**src/rtl/arbitro_rr4.sv**
```systemverilog
// arbitro_rr4: four-channel round-robin arbiter driving the select input of a
// 4-to-1 data mux. A granted source keeps the path for up to MAX_BURST
// transfers. The grant is held while the consumer stalls. On release, priority
// rotates to the source after the one that was granted, and the arbiter
// re-arbitrates in the same cycle so that no bubble appears.

module arbitro_rr4 #(
    parameter int MAX_BURST = 4,
    parameter int CW        = $clog2(MAX_BURST + 1)
) (
    input  logic          Clock,
    input  logic          Reset,
    input  logic [3:0]    Request,
    input  logic          Ready,
    output logic [1:0]    Selector,
    output logic [3:0]    Grant,
    output logic          Valid,
    output logic [CW-1:0] BurstCount
);

    typedef enum logic [0:0] {
        ST_IDLE    = 1'b0,
        ST_GRANTED = 1'b1
    } state_t;

    // Burst limit, widened by one bit so the incremented count can be compared against it
    localparam logic [CW:0] MAX_B = (CW + 1)'(MAX_BURST);

    state_t        state_q;
    logic [1:0]    ptr_q;
    logic [1:0]    sel_q;
    logic [3:0]    grant_q;
    logic          valid_q;
    logic [CW-1:0] burst_q;

    logic          xfer_s;
    logic          cont_s;
    logic [CW:0]   burst_inc_s;
    logic [1:0]    ptr_rel_s;
    logic [2:0]    pick_idle_s;
    logic [2:0]    pick_rel_s;

    // Round-robin scan starting at ptr. Returns {found, index}.
    // The loop runs from the highest offset down to offset 0, so the set bit
    // closest to ptr is written last and wins.
    function automatic logic [2:0] rr_pick(input logic [3:0] req, input logic [1:0] ptr);
        logic [2:0] res;
        logic [1:0] idx;
        res = 3'b000;
        for (int i = 3; i >= 0; i--) begin
            idx = ptr + 2'(i);
            if (req[idx]) begin
                res = {1'b1, idx};
            end else begin
                res = res;
            end
        end
        return res;
    endfunction

    // One-hot decode of a mux index
    function automatic logic [3:0] onehot(input logic [1:0] idx);
        return 4'b0001 << idx;
    endfunction

    // Transfer detection, continue/release decision and both arbitration candidates
    always_comb begin
        xfer_s      = valid_q & Ready;
        burst_inc_s = {1'b0, burst_q} + {{CW{1'b0}}, 1'b1};
        cont_s      = Request[sel_q] && (burst_inc_s < MAX_B);
        ptr_rel_s   = sel_q + 2'd1;
        pick_idle_s = rr_pick(Request, ptr_q);
        pick_rel_s  = rr_pick(Request, ptr_rel_s);
    end

    // Grant FSM with registered mux select, grant, valid and burst count
    always_ff @(posedge Clock) begin
        if (Reset) begin
            state_q <= ST_IDLE;
            ptr_q   <= 2'd0;
            sel_q   <= 2'd0;
            grant_q <= 4'b0000;
            valid_q <= 1'b0;
            burst_q <= {CW{1'b0}};
        end else begin
            case (state_q)
                ST_IDLE: begin
                    if (pick_idle_s[2]) begin
                        sel_q   <= pick_idle_s[1:0];
                        grant_q <= onehot(pick_idle_s[1:0]);
                        valid_q <= 1'b1;
                        burst_q <= {CW{1'b0}};
                        state_q <= ST_GRANTED;
                    end else begin
                        // Selector and the pointer hold while no source requests
                        grant_q <= 4'b0000;
                        valid_q <= 1'b0;
                    end
                end
                ST_GRANTED: begin
                    if (!xfer_s) begin
                        // Stalled: the grant is sticky and every output holds
                        state_q <= ST_GRANTED;
                    end else if (cont_s) begin
                        burst_q <= burst_inc_s[CW-1:0];
                    end else begin
                        ptr_q <= ptr_rel_s;
                        if (pick_rel_s[2]) begin
                            sel_q   <= pick_rel_s[1:0];
                            grant_q <= onehot(pick_rel_s[1:0]);
                            valid_q <= 1'b1;
                            burst_q <= {CW{1'b0}};
                        end else begin
                            // Selector holds its last value while idle
                            grant_q <= 4'b0000;
                            valid_q <= 1'b0;
                            state_q <= ST_IDLE;
                        end
                    end
                end
                default: begin
                    state_q <= ST_IDLE;
                    grant_q <= 4'b0000;
                    valid_q <= 1'b0;
                end
            endcase
        end
    end

    assign Selector   = sel_q;
    assign Grant      = grant_q;
    assign Valid      = valid_q;
    assign BurstCount = burst_q;

endmodule

```
**config.mk**
```make
export PLATFORM = sky130hd
export DESIGN_NAME = arbitro_rr4
export DESIGN_NICKNAME = d
export VERILOG_FILES = /design/src/rtl/arbitro_rr4.sv
export SDC_FILE = /design/constraint.sdc
export NUM_CORES = 1
export LEC_CHECK = 0
export CAP_MARGIN = 20
export CORE_MARGIN = 2
export CORE_UTILIZATION = 31
export CTS_CLUSTER_DIAMETER = 120
export DETAILED_ROUTE_END_ITERATION = 6
export PLACE_DENSITY = 0.64
export SETUP_SLACK_MARGIN = 0.3
export SYNTH_ARGS = -nofsm -noshare
export SYNTH_HDL_FRONTEND = slang
export SYNTH_SLANG_ARGS = --single-unit
```
**constraint.sdc**
```tcl
create_clock -name Clock -period 1.75 [get_ports Clock]
set_clock_uncertainty 0.15 [all_clocks]
set_input_delay 0.175 -clock Clock [delete_from_list [all_inputs] [get_ports Clock]]
set_output_delay 0.175 -clock Clock [all_outputs]
set_load 0.1 [all_outputs]
```
### Word-level counts from Yosys, hierarchy flattened

Index checks and enable logic that the tools add are counted.
W data, S select, Z words.

* flip-flop bits (word level): 13
* latch bits: 0
* bits in read-only memories: 0
* output and inout bits: 10
* input port bits: 7
* memories kept: 0
* RAM bits: 0

* multiply operators: 0
* reduce and logical (&&, ||, !) cells: 5
* div/mod/pow operators: 0
* add/subtract/negate cells: 8
* bitwise operators: 3
* order comparisons: 10
* shift-type cells: 2
* mux-type cells: 49
* equal/unequal tests: 5

Operator list (number)
* $mux W3: 12
* $lt A2 B3 Y1 const B: 9
* $bmux W1 S2: 9
* $mux W4: 4
* $mux W1: 15
* $add A2 B2 Y2 const B: 4
* $mux W2: 4
* $pmux W4 S2: 1
* $shl A1 B2 Y4 const A: 2
* $add A2 B1 Y2 const B: 3
* $pmux W3 S2: 1
* $reduce_and A3 Y1: 2
* $add A3 B1 Y4 const B: 1
* $lt A4 B3 Y1 const B: 1
* $ne A2 B1 Y1 const B: 2
* $ne A2 B2 Y1 const B: 2
* $pmux W1 S2: 2
* $pmux W2 S2: 1
* $reduce_and A4 Y1: 1
* $ne A3 B1 Y1 const B: 1
* $not A1 Y1: 2
* $reduce_and A2 Y1: 1
* $and A1 B1 Y1: 1
* $logic_and A1 B1 Y1: 1

### Depth between registers and ports, before layout

Gate-level depths: netlist of run 1.

* word-level depth: 13
* mapped depth: 6

### Worst setup path after synthesis of run 1

No wires, ideal clock.

* path type: reg-to-reg
* from: register burst_q[0] (netlist: BurstCount[0])
* to: register burst_q[0] (netlist: BurstCount[0])
* slack: -0.865 ns
* arrival: 2.398 ns
* buffers on the path: 0
* cell stages (with the launch flop): 7
* data required time: 1.533 ns
* cells stage by stage: dfxtp_1 ha_1 and2_1 a21oi_1 or4_1 or3_1 a21oi_2

* cells in the longest elaborated chain, start to end: 6
* elaborated cells on any way between the ends: 8
* classes of those cells: 1 x add/sub; 1 x order compare; 1 x eq/ne; 3 x mux; 2 x reduce/logical

RTL lines
* start: declaration: line 34 `logic [CW-1:0] burst_q;`
* start signal: assignment: line 84 `burst_q <= {CW{1'b0}};`
* start signal: assignment: line 92 `burst_q <= {CW{1'b0}};`
* start signal: assignment: line 105 `burst_q <= burst_inc_s[CW-1:0];`
* $add A3 B1 Y4 *: line 69 `burst_inc_s = {1'b0, burst_q} + {{CW{1'b0}}, 1'b1};`
* $lt A4 B3 Y1: line 70 `cont_s = Request[sel_q] && (burst_inc_s < MAX_B);`
* $logic_and A1 B1 Y1: line 70
* $mux W3: line 104 `end else if (cont_s) begin`
* $mux W3: line 101 `if (!xfer_s) begin`
* $pmux W3 S2: line 86 `case (state_q)`

Every way passes the cells marked *; elsewhere a longest branch is shown, timed or not. The select of a mux whose other input is x is not followed.
A chain may end at the register's enable or synchronous reset.

### Worst setup path in the final report of run 1

* from: register burst_q[1] (netlist: BurstCount[1])
* to: register burst_q[0] (netlist: BurstCount[0])

* cells in the longest elaborated chain, start to end: 6
* elaborated cells on any way between the ends: 8
* classes of those cells: 1 x add/sub; 1 x order compare; 1 x eq/ne; 3 x mux; 2 x reduce/logical

RTL lines (line)
* $add A3 B1 Y4 *: 69
* $lt A4 B3 Y1 *: 70
* $logic_and A1 B1 Y1 *: 70
* $mux W3: 104
* $mux W3: 101
* $pmux W3 S2: 86

Marked as above.

==> impl_results.md, run 1 <==
* Post-synthesis sequential area ratio at 0.312
* Fin. Hold Viols at 0
* Final Instance Count excl. Fillers at 171
* Mapped Cells at 106
* Endpoint class of the critical path: flop
* Maxcap violations at 0
* Post-route clock period utilization at 1.07
* Drt drc at 0
* Vias/cell at 5.35
* Syn-to-layout area delta at 76.3%
* Highest clock rate at 0.535 GHz
* Compound-cell area share of the yosys netlist at 0.288
* Count of final setup violators at 3
* Cts bufs inserted at 3
* DP Cell Count at 166
* Routed Antenna Nets at 0
* Synth Flop Type: dfxtp_1
* Clk_lat worst skew at 0.28 ns
* Register bit total from synthesis at 13
* Bufs on Longest Clock Path at 2
* IR drop worst, VDD at 0.505 mV
* Reg clk slew, reported paths at 0.08 ns
* Ant diodes at 0
* Fin crit period at 1.87 ns
* Hold-fix buffers, CTS at 0
* DRT Wirelength at 2330 microns
* Post-synthesis xor/xnor area fraction at 0.0105
* Die height at 55.9 microns
* Die area at 3120 sq um
* First-pass GRT wire length at 3980 microns
* TritonRoute pass-1 iters at 4
* RSZ-0062 raised after global routing: yes
* EDFF count, synth at 0
* Layout Nets at 150
* Initial DRC Count at 31
* Crit path DAT at 1.93 ns
* Worst-Margin Slew at 0.297 ns
* Std cell rows at 18
* CTS root buf: clkbuf_4
* Crit path kind: reg -> reg
* Status: complete, but fails checks
* Initial Utilization at 0.331
* Vias at 914
* Critical path peak fanout at 2
* Grt ovf at 0
* H-tree levels at 1
* RePlAce Congestion at 0.885
* Placement Setup Slack at -0.310 ns
* Gr usage total at 0.160
* Max Slew Vio Count at 0
* Chip Width at 55.9 microns
* Crit path launch type: flop
* Largest net degree at the start of global routing at 9
* Async S/R FF share, synth at 0
* Average size of a mapped cell at 7.87 sq um
* Mux share of post-synthesis cell area at 0.0555
* P per Cell Area at 645 nW/um^2
* Synthesized area at 835 sq um
* Setup TNS at -0.176 ns
* Crit path required time at 1.81 ns
* Violated checks: setup timing
* Worst hold path class: reg -> reg
* Synthesized Nets at 114
* TritonCTS clock tree: done
* Max_slew headroom at 0.802
* Vias in the first global route at 871
* Post-Synth Simple-Gate Area at 0.256
* Largest family of logic cells by synthesized area: compound AO/OA/AOI/OAI gates
* Initial antenna violation count at 0
* Hold slack at 0.357 ns
* I/O pin cnt at 17
* Count of clock tree sinks at 13
* Share of cells above drive strength 1 at 0.504
* Leakage power at 0.602 nW
* Adder-cell share of the synthesized area at 0.0150
* Syn. warnings at 0
* Setup ws final at -0.118 ns
* Final core occ at 0.583
* Synth cell types at 46
* Routed length per instance at 13.6 microns
* Core footprint at 2520 sq um
* Buffers added on ports at 16
* Final HPWL from detailed placement at 1720 microns
[per-stage QoR]
stage          instance area [sq um]  power (mW)
2_1_floorplan                    901       0.584
3_3_place_gp                    1310       0.722
3_5_place_dp                    1310       0.725
4_1_cts                         1360       0.930
5_1_grt                         1470        1.00
6_report                        1470       0.949
[cell type report]
cell class                 count  area [sq um]
fill                         223          1050
inverter                       6          22.5
sequential                    13           283
timing repair buffer          36           423
multi-input combinational     82           679
tap                           30          37.5
clock buffer                   4          26.3
[cells by family after synthesis]
| logic type | Yosys count |
|---|---|
| mux | 4 |
| flops | 13 |
| simple gates | 43 |
| xor+xnor | 1 |
| buf+inv | 11 |
| fa+ha+maj | 1 |
| compound gates | 33 |
[per-layer routing]
metal,vias up,GRT usage,share of wire
met2,22,0.253,0.46
li1,457,-,-
met3,9,0.0349,0.037
met4,0,0.0646,0.025
met5,-,0,0
met1,426,0.211,0.48
[power breakdown]
| group | internal (mW) | switching [mW] |
|---|---|---|
| Combinational | 0.179 | 0.242 |
| Clock | 0.0886 | 0.104 |
| Sequential | 0.311 | 0.0241 |
| Total | 0.579 | 0.371 |
[cell usage in the layout (no fill, tap or decap), types with 2 or more instances in the layout]
master	count
buf_4	18
buf_6	2
nor2b_2	3
mux2i_1	2
nor2_1	12
a21oi_1	4
nor2_2	2
dlymetal6s2s_1	2
mux2_4	2
clkbuf_4	3
buf_12	10
o32ai_2	2
clkdlybuf4s50_1	4
nand2_1	7
inv_1	6
dfxtp_1	7
o21a_1	2
a21oi_2	3
dfxtp_4	6
o21ai_1	3
nand3_1	5
[repair_timing]
item,4_1_cts,5_1_grt
cloned,0,0
buffers inserted,1,0
setup endpoints to repair,13,13
pin swaps,2,5
gates resized for setup,6,26
[critical path, stage by stage (launching register included)]
cell	delay, ns
dfxtp_4	0.36
ha_4	0.13
and2_4	0.15
a21oi_2	0.05
or4_4	0.51
or3_1	0.33
a21oi_2	0.12
[flip-flops by register name, indices dropped and copies added, names as in the netlist]
signal	count
ptr_q	2
state_q	1
Selector	2
Valid	1
Grant	4
BurstCount	3
[Yosys cell counts (all sizes together), types with 4 or more instances]
| cell | n | share of area |
|---|---|---|
| nand3 | 5 | 0.030 |
| buf | 4 | 0.030 |
| nor2b | 4 | 0.030 |
| dfxtp | 13 | 0.31 |
| nor2 | 14 | 0.063 |
| inv | 6 | 0.027 |
| o21ai | 6 | 0.036 |
| a21oi | 7 | 0.046 |
| nand2 | 8 | 0.036 |
[final timing paths]
| kind | end | slack, ns | from | cells past startpoint |
|---|---|---|---|---|
| max | BurstCount[0]$_SDFFE_PP0P_ | -0.12 | BurstCount[1]$_SDFFE_PP0P_ | 6 |
| min | Grant[0]$_SDFFE_PP0P_ | 0.36 | Grant[0]$_SDFFE_PP0P_ | 2 |
| max reg2reg | BurstCount[0]$_SDFFE_PP0P_ | -0.12 | BurstCount[1]$_SDFFE_PP0P_ | 6 |
| min reg2reg | Grant[0]$_SDFFE_PP0P_ | 0.36 | Grant[0]$_SDFFE_PP0P_ | 2 |
Note: power is estimated with default switching activity, not from simulation.
==> run 2, diff against run 1 <==
SKIP_LAST_GASP = 1   (was not set)
==> run 2 against run 1 <==
  * The run still ends with setup timing left
  * Final cell count is the same
  * Power is 0.12% lower
  * Global-route usage stayed put
  * Combinational power hardly changed
  * Routed wire length shrank 0.47%
  * Flip-flop and latch count did not move
  * Die area did not move
  * Critical endpoint unchanged
==> impl_results.md, run 2 (synthesized netlist as in run 1, its figures left out) <==
* Largest net degree at the start of global routing at 9
* Psw at 0.370 mW
* Grt ovf at 0
* Setup ws final at -0.120 ns
* GRT Max-Usage Layer: met2
* Ant diodes at 0
* Fin crit period at 1.87 ns
* I/O pin cnt at 17
* Worst hold path class: in -> reg
* RePlAce Congestion at 0.885
* Syn-to-layout area delta at 76.3%
* Commonest non-fill, non-tap cell in the layout: buf_4
* Routed length per instance at 13.5 microns
* Initial Utilization at 0.331
* DRT Wirelength at 2320 microns
* Flop pwr share at 0.353
* Share of cells above drive strength 1 at 0.504
* Leakage power at 0.602 nW
* Bufs on Longest Clock Path at 2
* Sw frac at 0.390
* Final HPWL from detailed placement at 1720 microns
* Final Power at 0.948 mW
* Vias/cell at 5.33
* Largest register FFs at 4
* Met3 track demand over resource at 0.0349
* Cts bufs inserted at 3
* IR drop worst, VDD at 0.507 mV
* Clock group share of total power at 0.203
* Core footprint at 2520 sq um
* Clk_lat worst skew at 0.28 ns
* First-pass GRT wire length at 3980 microns
* H-tree levels at 1
* TritonRoute pass-1 iters at 4
* Count of final setup violators at 3
* Initial DRC Count at 21
* Std cell rows at 18
* Initial antenna violation count at 0
* Gr usage total at 0.160
* Crit path required time at 1.81 ns
* Layout Nets at 150
* Highest clock rate at 0.535 GHz
* RSZ-0062 raised after global routing: yes
* Hold-fix buffers, CTS at 0
* Crit path launch type: flop
* Worst-Margin Slew at 0.297 ns
* Final core occ at 0.583
* Buffers added on ports at 16
* Critical path peak fanout at 2
* Met2 usage at 0.253
* Reg clk slew, reported paths at 0.08 ns
* Die height at 55.9 microns
* DP Cell Count at 166
* Endpoint class of the critical path: flop
* Met1 global-route usage at 0.211
* TritonCTS clock tree: done
* Vias at 912
* Routed Antenna Nets at 0
* Count of clock tree sinks at 13
* Setup TNS at -0.207 ns
* Chip Width at 55.9 microns
* Internal power at 0.578 mW
* Placement Setup Slack at -0.310 ns
* Maxcap violations at 0
* Crit path DAT at 1.93 ns
* Vias in the first global route at 871
* Crit path kind: reg -> reg
* Comb pwr share at 0.443
* Final Instance Count excl. Fillers at 171
* Post-route clock period utilization at 1.07
* Max Slew Vio Count at 0
* Drt drc at 0
* Die area at 3120 sq um
* Commonest cells after routing, fill and taps aside: 18 x buf_4, 12 x nor2_1, 10 x buf_12
* Violated checks: setup timing
* P per Cell Area at 644 nW/um^2
* Fin. Hold Viols at 0
* CTS root buf: clkbuf_4
* Max_slew headroom at 0.802
* Status: complete, but fails checks
## run 2: cell counts in the layout (fill, tap and decap cells not counted)
No cell type changed its count.
## run 2: final timing paths
path | from | end | slack (ns) | cells after the start
hold / removal | Request[2] | state_q$_SDFF_PP0_ | 0.36 | 6
setup reg to reg | BurstCount[1]$_SDFFE_PP0P_ | BurstCount[0]$_SDFFE_PP0P_ | -0.12 | 6
hold reg to reg | Valid$_SDFFE_PP0P_ | Valid$_SDFFE_PP0P_ | 0.37 | 2
setup / recovery | BurstCount[1]$_SDFFE_PP0P_ | BurstCount[0]$_SDFFE_PP0P_ | -0.12 | 6
## run 2: per-layer routing
metal / part of all wire / wire (microns)
met5: 0 / 0
met4: 0.025 / 59
met3: 0.038 / 87
met2: 0.46 / 1060
met1: 0.48 / 1100
## run 2: per-stage QoR
step | cell area, sq um | hold slack, ns
2_1_floorplan | 901 | 0.270
3_3_place_gp | 1310 | 0.356
3_5_place_dp | 1310 | 0.357
4_1_cts | 1360 | 0.366
5_1_grt | 1470 | 0.381
6_report | 1470 | 0.360
## run 2: worst max-delay path: stages (launching register included)
cell and delay, ns:
dfxtp_4 0.36, ha_4 0.14, and2_4 0.15, a21oi_2 0.05, or4_4 0.51, or3_1 0.33
a21oi_2 0.12
## run 2: repair_timing
| action | CTS | global route |
|---|---|---|
| gates resized for setup | 6 | 25 |
| endpoints found under the setup margin | 13 | 13 |
| endpoints found under the hold margin | 0 | 0 |
| buffers inserted | 1 | 0 |
| pin swaps | 2 | 4 |
## run 2: power by group through the flow
stage               logic, mW  registers, mW  clock network [mW]
global route            0.445          0.338               0.216
CTS                     0.390          0.335               0.204
global placement        0.381          0.341                   0
detailed placement      0.384          0.342                   0
floorplan               0.138          0.446                   0
finish                  0.420          0.335               0.193
## run 2: cell type report
| type | count | area, sq um |
|---|---|---|
| Clock buffer | 4 | 26.3 |
| Fill cell | 223 | 1050 |
| Inverter | 6 | 22.5 |
| Multi-Input combinational cell | 82 | 679 |
| Sequential cell | 13 | 283 |
| Tap cell | 30 | 37.5 |
| Timing Repair Buffer | 36 | 423 |
==> run 3, diff against run 2 <==
CORE_MARGIN = 4   (was 2)
PLACE_DENSITY = 0.59   (was 0.64)
==> run 3 against run 2 <==
  * The flow still finishes with violations (setup timing)
  * Non-clock buffer count increased by 3
  * Utilization decreased by 0.94 points
  * Worst setup slack improved by 0.00096 ns
  * Combinational power decreased by 1%
  * Sequential power about the same
  * Routed wire length decreased by 2.9%
  * Sequential share of layout area increased by 0.32 points
  * Power decreased by 1.5%
  * Via count decreased by 0.11%
  * First-iteration DRC count decreased by 57%
  * Final cell count increased by 1.8%
  * Clock power decreased by 5%
  * Critical path type unchanged
  * Largest cell class unchanged
  * Highest routed layer unchanged
==> impl_results.md, run 3 (synthesized netlist as in run 1, its figures left out) <==
* Status: complete, but fails checks
* Maxcap violations at 0
* Setup ws final at -0.119 ns
* TritonCTS clock tree: done
* Highest clock rate at 0.535 GHz
* Reg clk slew, reported paths at 0.08 ns
* Routed Antenna Nets at 0
* Std cell rows at 18
* Routed length per instance at 12.9 microns
* Initial Utilization at 0.331
* Bufs on Longest Clock Path at 2
* Endpoint class of the critical path: flop
* Die height at 59.9 microns
* Crit path launch type: flop
* Largest register FFs at 4
* IR drop worst, VDD at 0.530 mV
* Commonest cells after routing, fill and taps aside: 21 x buf_4, 12 x nor2_1, 10 x buf_12
* Syn-to-layout area delta at 73.5%
* Largest net degree at the start of global routing at 9
* Max Slew Vio Count at 0
* Vias/cell at 5.24
* Placed inst area at 1310 sq um
* Max incr delay on CP at 0.52 ns
* Layout Nets at 153
* Initial antenna violation count at 0
* Gr usage total at 0.144
* Vias at 911
* I/O pin cnt at 17
* Crit path max-delay cell type: or4_4
* Violated checks: setup timing
* Worst-Margin Slew at 0.302 ns
* Worst hold path class: reg -> reg
* First-pass GRT wire length at 3880 microns
* Chip Width at 59.9 microns
* RSZ-0062 raised after global routing: yes
* Max_slew headroom at 0.797
* Clk_lat worst skew at 0.27 ns
* Share of cells above drive strength 1 at 0.458
* Grt ovf at 0
* Fin crit period at 1.87 ns
* Count of final setup violators at 5
* TritonRoute pass-1 iters at 3
* Most frequent CP cell: a21oi_2
* Cts bufs inserted at 3
* Final HPWL from detailed placement at 1720 microns
* Setup TNS at -0.296 ns
* Fin area at 1450 sq um
* DRT Wirelength at 2250 microns
* Critical path peak fanout at 2
* Crit path DAT at 1.93 ns
* Buffers added on ports at 16
* P per Cell Area at 645 nW/um^2
* Leakage power at 0.623 nW
* Post-route clock period utilization at 1.07
* Die area at 3590 sq um
* Core footprint at 2520 sq um
* Drt drc at 0
* Final core occ at 0.574
* Count of clock tree sinks at 13
* Hold-fix buffers, CTS at 0
* Vias in the first global route at 888
* Crit path required time at 1.81 ns
* RePlAce Congestion at 0.810
* CP cell instances: ha_4 -> and2_4 -> a21oi_2 -> or4_4 -> or3_4 -> a21oi_2
* Fin. Hold Viols at 0
* Ant diodes at 0
* H-tree levels at 1
* Commonest non-fill, non-tap cell in the layout: buf_4
* Initial DRC Count at 9
* Crit path kind: reg -> reg
* CTS root buf: clkbuf_4
## run 3: final timing paths
check	startpoint	end	slack [ns]	depth (start not counted)
setup / recovery	BurstCount[1]$_SDFFE_PP0P_	BurstCount[0]$_SDFFE_PP0P_	-0.12	6
hold / removal	Grant[0]$_SDFFE_PP0P_	Grant[0]$_SDFFE_PP0P_	0.36	2
setup reg to reg	BurstCount[1]$_SDFFE_PP0P_	BurstCount[0]$_SDFFE_PP0P_	-0.12	6
hold reg to reg	Grant[0]$_SDFFE_PP0P_	Grant[0]$_SDFFE_PP0P_	0.36	2
## run 3: cell type report
| class | count | area, sq um |
|---|---|---|
| fillers | 228 | 1070 |
| repair buffers | 39 | 450 |
| multi-input cells | 82 | 628 |
| clock buffers | 4 | 26.3 |
| flip-flops and latches | 13 | 283 |
| well taps | 30 | 37.5 |
| inverters | 6 | 22.5 |
## run 3: metrics by stage
stage / cells / setup slack [ns] / power, mW / hold slack, ns
3_5_place_dp: 166 / -0.301 / 0.729 / 0.364
5_1_grt: 174 / -0.178 / 0.992 / 0.379
3_3_place_gp: 166 / -0.272 / 0.727 / 0.359
6_report: 174 / -0.119 / 0.934 / 0.357
2_1_floorplan: 106 / -0.301 / 0.584 / 0.270
4_1_cts: 171 / -0.122 / 0.928 / 0.366
## run 3: where the power goes
group | switching (mW) | internal (mW)
logic | 0.233 | 0.182
registers | 0.0249 | 0.311
clock network | 0.0949 | 0.0884
## run 3: layer usage
layer	vias up	global-route usage	routed length [microns]
li1	460	-	-
met1	436	0.171	995
met2	11	0.245	1130
met3	4	0.0281	74
met4	0	0.0665	44
met5	-	0	0
## run 3: critical path, delay by kind of cell, from the launching register on
family / cells / cell delay (ns)
simple gates: 3 / 1.00
flops: 1 / 0.36
compound gates: 2 / 0.16
fa+ha+maj: 1 / 0.13
## run 3: what timing repair did
item                       4_1_cts  5_1_grt
setup endpoints to repair       13       13
hold endpoints to repair         0        0
buffers inserted                 1        3
resized for setup               10       12
pin swaps                        1        2
